File: config.mk
export PLATFORM = sky130hd
export DESIGN_NAME = pipe_stage_buf
export DESIGN_NICKNAME = d
export VERILOG_FILES = /design/src/rtl/pipe_pkg.sv /design/src/rtl/pipe_stage_buf_sat_counter.sv /design/src/rtl/pipe_stage_buf.sv
export SDC_FILE = /design/constraint.sdc
export NUM_CORES = 1
export LEC_CHECK = 0
export CORE_AREA = 2 2 171 173
export DETAILED_ROUTE_END_ITERATION = 7
export DIE_AREA = 0 0 173 175
export GPL_TIMING_DRIVEN = 0
export PLACE_DENSITY = 0.85
export SYNTH_ARGS = -nofsm -noshare
export SYNTH_HDL_FRONTEND = slang
export SYNTH_SLANG_ARGS = --single-unit
File: constraint.sdc
create_clock -name cpu_clk_50M -period 9.33 [get_ports cpu_clk_50M]
set_clock_uncertainty 0.1 [all_clocks]
set_input_delay 0.933 -clock cpu_clk_50M [delete_from_list [all_inputs] [get_ports cpu_clk_50M]]
set_output_delay 0.933 -clock cpu_clk_50M [all_outputs]
set_load 0.02 [all_outputs]
File: src/rtl/pipe_pkg.sv
// -----------------------------------------------------------------------------
// pipe_pkg
// Shared definitions for the inter-stage pipeline buffers.
//   - State encoding for pipe_stage_buf. The encoding equals the number of
//     held entries, so occupancy can be read straight off the state.
//   - Per-stage payload widths. These are the concatenated control and data
//     fields that each stage boundary carries.
//   - sat_add: a saturating add of a small amount (0..3) to a counter of up to
//     32 bits. The caller supplies the all-ones value for its counter width.
// -----------------------------------------------------------------------------
package pipe_pkg;

    typedef logic [1:0] ps_state_t;

    localparam ps_state_t PS_EMPTY    = 2'd0;
    localparam ps_state_t PS_FULL     = 2'd1;
    localparam ps_state_t PS_SKIDFULL = 2'd2;

    // Payload widths of the classic five-stage boundaries.
    localparam int IFID_W  = 64;
    localparam int IDEX_W  = 160;
    localparam int EXMEM_W = 110;
    localparam int MEMWB_W = 72;

    // Counter widths up to 32 bits are supported. The result never exceeds
    // max_val.
    function automatic logic [31:0] sat_add(
        input logic [31:0] value,
        input logic [1:0]  inc,
        input logic [31:0] max_val
    );
        logic [32:0] sum;
        sum = {1'b0, value} + {31'd0, inc};
        if (sum > {1'b0, max_val}) begin
            return max_val;
        end
        return sum[31:0];
    endfunction

endpackage

File: src/rtl/pipe_stage_buf_sat_counter.sv
// -----------------------------------------------------------------------------
// sat_counter
// Saturating statistics counter. On each rising edge it adds inc (0..2). It
// sticks at all-ones. A synchronous clear has priority over the add.
//   cpu_clk_50M  in   clock
//   clr          in   synchronous clear, active-high
//   inc          in   amount added this cycle
//   count        out  current count (CNT_W bits, CNT_W <= 32)
// -----------------------------------------------------------------------------
module sat_counter
    import pipe_pkg::*;
#(
    parameter int CNT_W = 16
) (
    input  logic             cpu_clk_50M,
    input  logic             clr,
    input  logic [1:0]       inc,
    output logic [CNT_W-1:0] count
);

    localparam logic [31:0] MAX_VAL = 32'((64'd1 << CNT_W) - 64'd1);

    logic [CNT_W-1:0] count_reg;
    logic [CNT_W-1:0] count_next;

    always_comb begin
        count_next = CNT_W'(sat_add(32'(count_reg), inc, MAX_VAL));
    end

    always_ff @(posedge cpu_clk_50M) begin
        if (clr) begin
            count_reg <= '0;
        end else begin
            count_reg <= count_next;
        end
    end

    assign count = count_reg;

endmodule

File: src/rtl/pipe_stage_buf.sv
// -----------------------------------------------------------------------------
// pipe_stage_buf
// Valid/ready pipeline register that sits between two pipeline stages. It
// carries one opaque payload. A beat that is accepted appears on out_data on
// the next cycle. The block inserts no bubbles while data flows continuously.
//
//   SKID=1 : two entries (main + skid). in_ready comes from registered state
//            only, so no combinational path runs from out_ready to in_ready.
//   SKID=0 : one entry. in_ready = empty | out_ready (combinational).
//
// Ports
//   cpu_clk_50M  in   clock
//   cpu_rst      in   synchronous active-high reset
//   flush        in   drops all held entries and any same-cycle input beat
//   in_valid     in   upstream beat valid
//   in_ready     out  beat accepted this cycle
//   in_data      in   upstream payload
//   out_valid    out  downstream beat valid
//   out_ready    in   downstream accepts this cycle
//   out_data     out  payload; RST_DATA whenever out_valid=0
//   occupancy    out  held entries (0..2)
//   stall_cnt    out  cycles with out_valid & !out_ready (saturating)
//   flush_cnt    out  valid entries discarded by flush (saturating)
// -----------------------------------------------------------------------------
module pipe_stage_buf
    import pipe_pkg::*;
#(
    parameter int                DATA_W   = 160,
    parameter int                SKID     = 1,
    parameter int                CNT_W    = 16,
    parameter logic [DATA_W-1:0] RST_DATA = {DATA_W{1'b0}}
) (
    input  logic              cpu_clk_50M,
    input  logic              cpu_rst,
    input  logic              flush,
    input  logic              in_valid,
    output logic              in_ready,
    input  logic [DATA_W-1:0] in_data,
    output logic              out_valid,
    input  logic              out_ready,
    output logic [DATA_W-1:0] out_data,
    output logic [1:0]        occupancy,
    output logic [CNT_W-1:0]  stall_cnt,
    output logic [CNT_W-1:0]  flush_cnt
);

    ps_state_t         state_reg;
    ps_state_t         state_next;
    logic [DATA_W-1:0] main_reg;
    logic [DATA_W-1:0] main_next;
    logic [DATA_W-1:0] skid_reg;
    logic              out_fire;

    // ------------------------------------------------------------------
    // State and main payload register
    // ------------------------------------------------------------------
    always_ff @(posedge cpu_clk_50M) begin
        if (cpu_rst) begin
            state_reg <= PS_EMPTY;
            main_reg  <= RST_DATA;
        end else begin
            state_reg <= state_next;
            main_reg  <= main_next;
        end
    end

    // ------------------------------------------------------------------
    // Next state and main payload
    // ------------------------------------------------------------------
    // The transitions below are keyed on in_valid. This is safe because
    // in_ready is 1 in every branch that loads in_data. For SKID=0 the
    // FULL & !out_ready case has in_ready=0 and holds the state.
    always_comb begin
        state_next = state_reg;
        main_next  = main_reg;
        case (state_reg)
            PS_EMPTY: begin
                if (in_valid) begin
                    state_next = PS_FULL;
                    main_next  = in_data;
                end
            end
            PS_FULL: begin
                if (out_ready) begin
                    if (in_valid) begin
                        main_next = in_data;
                    end else begin
                        state_next = PS_EMPTY;
                    end
                end else if (in_valid && (SKID != 0)) begin
                    state_next = PS_SKIDFULL;
                end
            end
            PS_SKIDFULL: begin
                if (out_ready) begin
                    state_next = PS_FULL;
                    main_next  = skid_reg;
                end
            end
            default: begin
                state_next = PS_EMPTY;
                main_next  = RST_DATA;
            end
        endcase

        // Flush wins over every transfer. Only reset takes priority over it.
        if (flush) begin
            state_next = PS_EMPTY;
            main_next  = RST_DATA;
        end
    end

    // ------------------------------------------------------------------
    // Outputs, decoded from registered state
    // ------------------------------------------------------------------
    always_comb begin
        out_valid = (state_reg != PS_EMPTY);
        out_data  = (state_reg != PS_EMPTY) ? main_reg : RST_DATA;
        case (state_reg)
            PS_FULL:     occupancy = 2'd1;
            PS_SKIDFULL: occupancy = 2'd2;
            default:     occupancy = 2'd0;
        endcase
        if (SKID != 0) begin
            in_ready = (state_reg != PS_SKIDFULL);
        end else begin
            in_ready = (state_reg == PS_EMPTY) | out_ready;
        end
    end

    assign out_fire = out_valid & out_ready;

    // ------------------------------------------------------------------
    // Skid entry. For SKID=0 it is a constant, so no flop is built and the
    // SKIDFULL branch above can never be reached.
    // ------------------------------------------------------------------
    generate
        if (SKID != 0) begin : g_skid
            logic [DATA_W-1:0] skid_next;

            always_comb begin
                skid_next = skid_reg;
                if (flush) begin
                    skid_next = RST_DATA;
                end else if ((state_reg == PS_FULL) && !out_ready && in_valid) begin
                    skid_next = in_data;
                end else if ((state_reg == PS_SKIDFULL) && out_ready) begin
                    skid_next = RST_DATA;
                end
            end

            always_ff @(posedge cpu_clk_50M) begin
                if (cpu_rst) begin
                    skid_reg <= RST_DATA;
                end else begin
                    skid_reg <= skid_next;
                end
            end
        end else begin : g_no_skid
            assign skid_reg = RST_DATA;
        end
    endgenerate

    // ------------------------------------------------------------------
    // Statistics: index 0 = stall cycles, index 1 = flushed entries.
    // A flush that completes an out transfer in the same cycle discards one
    // entry fewer, because the head entry was delivered.
    // ------------------------------------------------------------------
    logic [1:0]       cnt_inc [2];
    logic [CNT_W-1:0] cnt_val [2];

    always_comb begin
        cnt_inc[0] = {1'b0, out_valid & ~out_ready};
        cnt_inc[1] = flush ? (occupancy - {1'b0, out_fire}) : 2'd0;
    end

    generate
        for (genvar gi = 0; gi < 2; gi++) begin : g_cnt
            sat_counter #(
                .CNT_W (CNT_W)
            ) u_cnt (
                .cpu_clk_50M (cpu_clk_50M),
                .clr         (cpu_rst),
                .inc         (cnt_inc[gi]),
                .count       (cnt_val[gi])
            );
        end
    endgenerate

    assign stall_cnt = cnt_val[0];
    assign flush_cnt = cnt_val[1];

    // Upstream contract: a beat that is refused must be held unchanged until
    // it is accepted. A flush or a reset releases it.
    upstream_hold_a : assert property (
        @(posedge cpu_clk_50M) disable iff (cpu_rst || flush)
        (in_valid && !in_ready) |=> (in_valid && $stable(in_data))
    );

endmodule
## Word level (Yosys, flattened, before mapping)

Cells that the tools add are included.

| word-level totals | value |
|---|---|
| flip-flop bits (word level) | 354 |
| input port bits | 165 |

| cells by class | value |
|---|---|
| equal/unequal tests | 8 |
| bitwise gates (word level) | 3 |
| multiplexer cells | 21 |
| add/sub/neg operators | 3 |
| $lt $le $gt $ge | 2 |
| reduce and logical (&&, ||, !) cells | 10 |

Operator list:

| cell | number |
|---|---|
| two-way mux 160 bit | 6 |
| case mux 160 bit (3 select lines) | 1 |
| two-way mux 16 bit | 4 |
| greater-than comparator 17 x 16 -> 1 bit (second input constant) | 2 |
| adder 16 x 1 -> 17 bit | 1 |
| adder 16 x 2 -> 17 bit | 1 |
| two-way mux 2 bit | 6 |
| != test 2 bit (second input constant) | 4 |
| != test 3 bit (second input constant) | 2 |
| case mux 2 bit (3 select lines) | 1 |
| case mux 2 bit (2 select lines) | 1 |
| AND reduction 4 bit | 1 |
| nonzero test 2 bit | 2 |
| logical AND 1 bit | 3 |
| AND 1 bit | 2 |
| == test 2 x 1 -> 1 bit (second input constant) | 1 |
| == test 2 bit (second input constant) | 1 |
| logical NOT 2 bit | 1 |
| two-way mux 1 bit | 2 |
| AND reduction 2 bit | 1 |
| OR reduction 2 bit | 1 |
| subtractor 2 x 1 -> 2 bit | 1 |
| logical NOT 1 bit | 1 |
| inverter 1 bit | 1 |

## Longest topological paths before layout

| logic depth | value |
|---|---|
| depth in word-level cells | 8 |
| depth in mapped cells | 14 |
| mapped depth without buffers | 10 |

## Hierarchy

Synthesis repeated with hierarchy kept, for this count alone.

| second synthesis, totals | value |
|---|---|
| cells, all modules | 1291 |
| area total of the unflattened synthesis | 14208.6 um^2 |

Modules (own cells, without submodules):

| module | times used | seq. area each (um^2) | area an instance (um^2) | cells each |
|---|---|---|---|---|
| pipe_stage_buf | 1 | 6446.2 | 12602.1 | 1117 |
| sat_counter | 2 | 320.3 | 803.3 | 87 |

## Worst setup path after synthesis

No wires, ideal clock.

| timing path | value |
|---|---|
| path type | register to register |
| start | register state_reg[1] |
| end | register g_cnt[1].u_cnt.count_reg[4] |
| path slack | 6.187 ns |
| cell stages (with the launch flop) | 15 |
| arrival | 2.972 ns |
| path buffers | 4 |
| period minus slack after synthesis | 3.143 ns |
| required time | 9.159 ns |
| library setup time | 0.071 ns |
| cells stage by stage | dfxtp_1 buf_2 or2_1 buf_2 clkbuf_1 and2_1 ha_1 nor2b_1 ha_1 fa_1 nand4_2 nor3_1 nand3_1 buf_2 a21oi_1 |

| on the way | value |
|---|---|
| longest elaborated chain between the ends | 8 |
| elaborated cells on any way between the ends | 11 |

RTL lines:

| item | line | source |
|---|---|---|
| from (decl) | pipe_stage_buf.sv:47 | `ps_state_t state_reg;` |
| from (signal assigned) | pipe_stage_buf.sv:62 | `state_reg <= state_next;` |
| nonzero test 2 bit (*) | pipe_stage_buf.sv:117 | `out_valid = (state_reg != PS_EMPTY);` |
| via out_valid | pipe_stage_buf.sv:39 | `output logic out_valid,` |
| AND 1 bit (*) | pipe_stage_buf.sv:131 | `assign out_fire = out_valid & out_ready;` |
| subtractor 2 x 1 -> 2 bit (*) | pipe_stage_buf.sv:174 | `cnt_inc[1] = flush ? (occupancy - {1'b0, out_fire}) : 2'd0;` |
| two-way mux 2 bit (*) | pipe_stage_buf.sv:174 |  |
| adder 16 x 2 -> 17 bit (*) | pipe_pkg.sv:33 | `sum = {1'b0, value} + {31'd0, inc};` |
| greater-than comparator 17 x 16 -> 1 bit | pipe_pkg.sv:34 | `if (sum > {1'b0, max_val}) begin` |
| two-way mux 1 bit | pipe_pkg.sv:34 |  |
| two-way mux 16 bit (*) | pipe_pkg.sv:37 | `return sum[31:0];` |
| to (signal assigned) | pipe_stage_buf_sat_counter.sv:34 | `count_reg <= count_next;` |
| to (decl) | pipe_stage_buf_sat_counter.sv:23 | `logic [CNT_W-1:0] count_reg;` |

Mark *: on every way through the listed nets, which the timed path passes. The rest lies on a longest branch.
A chain may end at the register's enable or synchronous reset.

## Worst setup path in the final report

| timing path | value |
|---|---|
| start | register state_reg[1] |
| end | output port out_data[144] |

| on the way | value |
|---|---|
| longest elaborated chain between the ends | 2 |

RTL lines:

| item | line | source |
|---|---|---|
| nonzero test 2 bit | pipe_stage_buf.sv:118 | `out_data = (state_reg != PS_EMPTY) ? main_reg : RST_DATA;` |
| two-way mux 160 bit | pipe_stage_buf.sv:118 |  |
| to (decl) | pipe_stage_buf.sv:41 | `output logic [DATA_W-1:0] out_data,` |

No other way between the ends.

==> metrics.csv <==
stage;metric;value;unit
outcome;status;finished clean;
cells_and_area;drive_above_1_share;0.0572;
cells_and_area;fillers;2197;
critical_path;cp-start-kind;flop;
yosys;synth_area_leaders;dfxtp_1 47%, nor2_1 11%, a22oi_1 7.9%;
cells_and_area;nets;2435;
timing;setup_viol_count_final;0;
grt;overflow;0;
timing;hold_violations;0;
critical_path;cp_max_fo;10;
critical_path;end_kind;output port;
routing;drt-total-wl;49300;um
clock_tree;cts_tree;built;
yosys;ys_ff_latch;354;
grt;grt_usage;0.311;
power;irDropWorstVdd;0.144;mV
clock_tree;clockBufferDepth;3;
timing;slew_headroom;0.277;
worst_hold_path;holdCritPathClass;reg -> reg;
clock_tree;post_cts_resized;0;
critical_path;cp_cell_sequence;buf_2, or2_1, buf_2, clkbuf_1, clkbuf_1, and2_1, clkdlybuf4s50_1;
yosys;synth_edf_count;0;
timing;period_minus_slack;4.64;ns
routing;drtIter0Drc;1453;
yosys;yosysSeqAreaShare;0.467;
critical_path;rr_worst_depth;13;
yosys;synthCells;1865;
routing;first_pass_iters;6;
routing;route.detailed.drc;0;
critical_path;cp_slowest_cell;clkbuf_1;
placement;placed_area;19200;um^2
timing;max_freq;216;MHz
cells_and_area;syn_to_final_growth;35.3;%
clock_tree;cts_root_buffer;clkbuf_16;
worst_hold_path;min_path_cells;2;
timing;whs;0.390;ns
timing;min_period_over_period;0.497;
worst_hold_path;hp-start;main_reg[18];
yosys;syn_area;15200;um^2
yosys;synth_cell_types;46;
cells_and_area;fin_area;20500;um^2
yosys;synth_common_cells;439 x nor2_1, 354 x dfxtp_1, 170 x nor3_1, 162 x and2_1, 160 x a22oi_1;
placement;dpl.cell_count;2608;
timing;setup_tns;0;ns
yosys;ys_warn_count;0;
clock_tree;cts_hold_buf;0;
grt;grt_max_degree;15;
power;powerDensity;167;nW/um^2
die;initial_core_util;0.534;
yosys;synth-main-ff-cell;dfxtp_1;
critical_path;arrival;3.60;ns
critical_path;worstPathRequired;8.30;ns
die;io_pins;361;
die;die_area;30300;um^2
die;rows;62;
timing;worst_pin_slew;1.09;ns
grt;antenna_found_initial;5;
grt;grt_pass1_wl;77000;um
clock_tree;htree_levels;2;
timing;finalMaxSlewViolations;0;
cells_and_area;finalNonFillerCells;2681;
grt;grt_pass1_vias;14800;
power;power.leakage;0.00731;uW
die;core_area;28400;um^2
timing;rsz0062_at_grt;no;
clock_tree;cts_setup_buffers;0;
critical_path;rr_endpoint;g_cnt[1].u_cnt.count[11];
critical_path;crit_type;reg -> out;
routing;ant_nets;0;
yosys;avgSynthCellArea;8.13;um^2
yosys;syn-num-nets;2036;
routing;wl_per_cell;18.4;um
clock_tree;clock_latency;0.52;ns
placement;gp_congestion;0.891;
placement;portBuffers;359;
clock_tree;cts_made_buffers;38;
critical_path;max_stage_delay;0.76;ns
critical_path;r2r_slack;5.13;ns
placement;hpwlAfterDp;35500;um
die;die_w;173;um
yosys;async_reset_ff_frac;0;
clock_tree;clock_sinks;354;
die;die_h;175;um
clock_tree;cts.clk_slew.worst_paths;0.06;ns
routing;viasPerCell;5.78;
run;drv.max_cap_violation_count;0;
worst_hold_path;whs_endpoint;main_reg[18];
yosys;synth_top_area_share;0.467;
critical_path;r2r-start;state_reg[0];
yosys;yosys.area.top_type;dfxtp_1;
yosys;synth_most_common_cell;nor2_1;
routing;num_vias;15500;
-- power by group --
group / internal [uW] / switching [uW]
logic: 154 / 193
registers: 1550 / 18.5
clock network: 906 / 611
-- metrics by stage --
step | worst slack [ns] | total power (uW) | util
2_1_floorplan | 6.19 | 1770 | -
3_3_place_gp | 5.24 | 1930 | 0.678
3_5_place_dp | 5.25 | 1940 | 0.678
4_1_cts | 4.68 | 3430 | 0.722
5_1_grt | 4.54 | 3540 | 0.722
6_report | 4.69 | 3430 | 0.722
-- cell usage in the layout (no fill, tap or decap), types with 9 or more instances in the layout --
cell type        instances
clkbuf_16               41
dfxtp_1                354
buf_1                    9
clkdlybuf4s50_1        359
a22oi_1                160
a211oi_1               113
clkbuf_1               116
nor3_1                 170
nor2_1                 439
inv_1                   10
buf_2                   40
nand2_1                119
and2_1                 162
xnor2_1                 19
a221oi_1                50
buf_4                   23
a21oi_1                 30
-- worst max path at each step --
stage / start / to
after floorplan: state_reg[1] / g_cnt[1].u_cnt.count[4]
after global placement: state_reg[1] / out_data[144]
after detailed placement: state_reg[1] / out_data[144]
after CTS: state_reg[1] / out_data[144]
after global routing: state_reg[1] / out_data[144]
final: state_reg[1] / out_data[144]
-- worst max-delay path: cells and delay by family, from the launching register on --
kind,cells,cell delay (ns)
buffers and inverters,5,2.33
flip-flops,1,0.34
AND/OR/NAND/NOR,2,0.41
-- logic make-up after synthesis --
group / share of synthesized area
multiplexers: 0.000660
AND/OR/NAND/NOR: 0.277
AO/OA/AOI/OAI: 0.182
adder cells (fa/ha/maj): 0.00545
buffers and inverters: 0.0560
flip-flops: 0.467
XOR/XNOR: 0.0116
-- layout make-up --
cell class	count	area, um^2	area share
Inverter	11	41.3	0.00201
Multi-Input combinational cell	1321	7230	0.352
Timing Repair Buffer	359	3590	0.175
Clock buffer	56	1140	0.0557
Sequential cell	354	7090	0.345
Buffer	179	808	0.0394
Antenna cell	5	12.5	0.000610
Tap cell	384	480	0.0234
Clock inverter	12	119	0.00579
-- per-layer routing --
layer,routed length [um],vias to the layer above,track usage
met5,0,-,0
met1,19600,7305,0.376
met2,23600,774,0.541
met4,1770,0,0.113
met3,4220,126,0.0718
li1,-,7279,-
(Power assumes the default switching activity.)
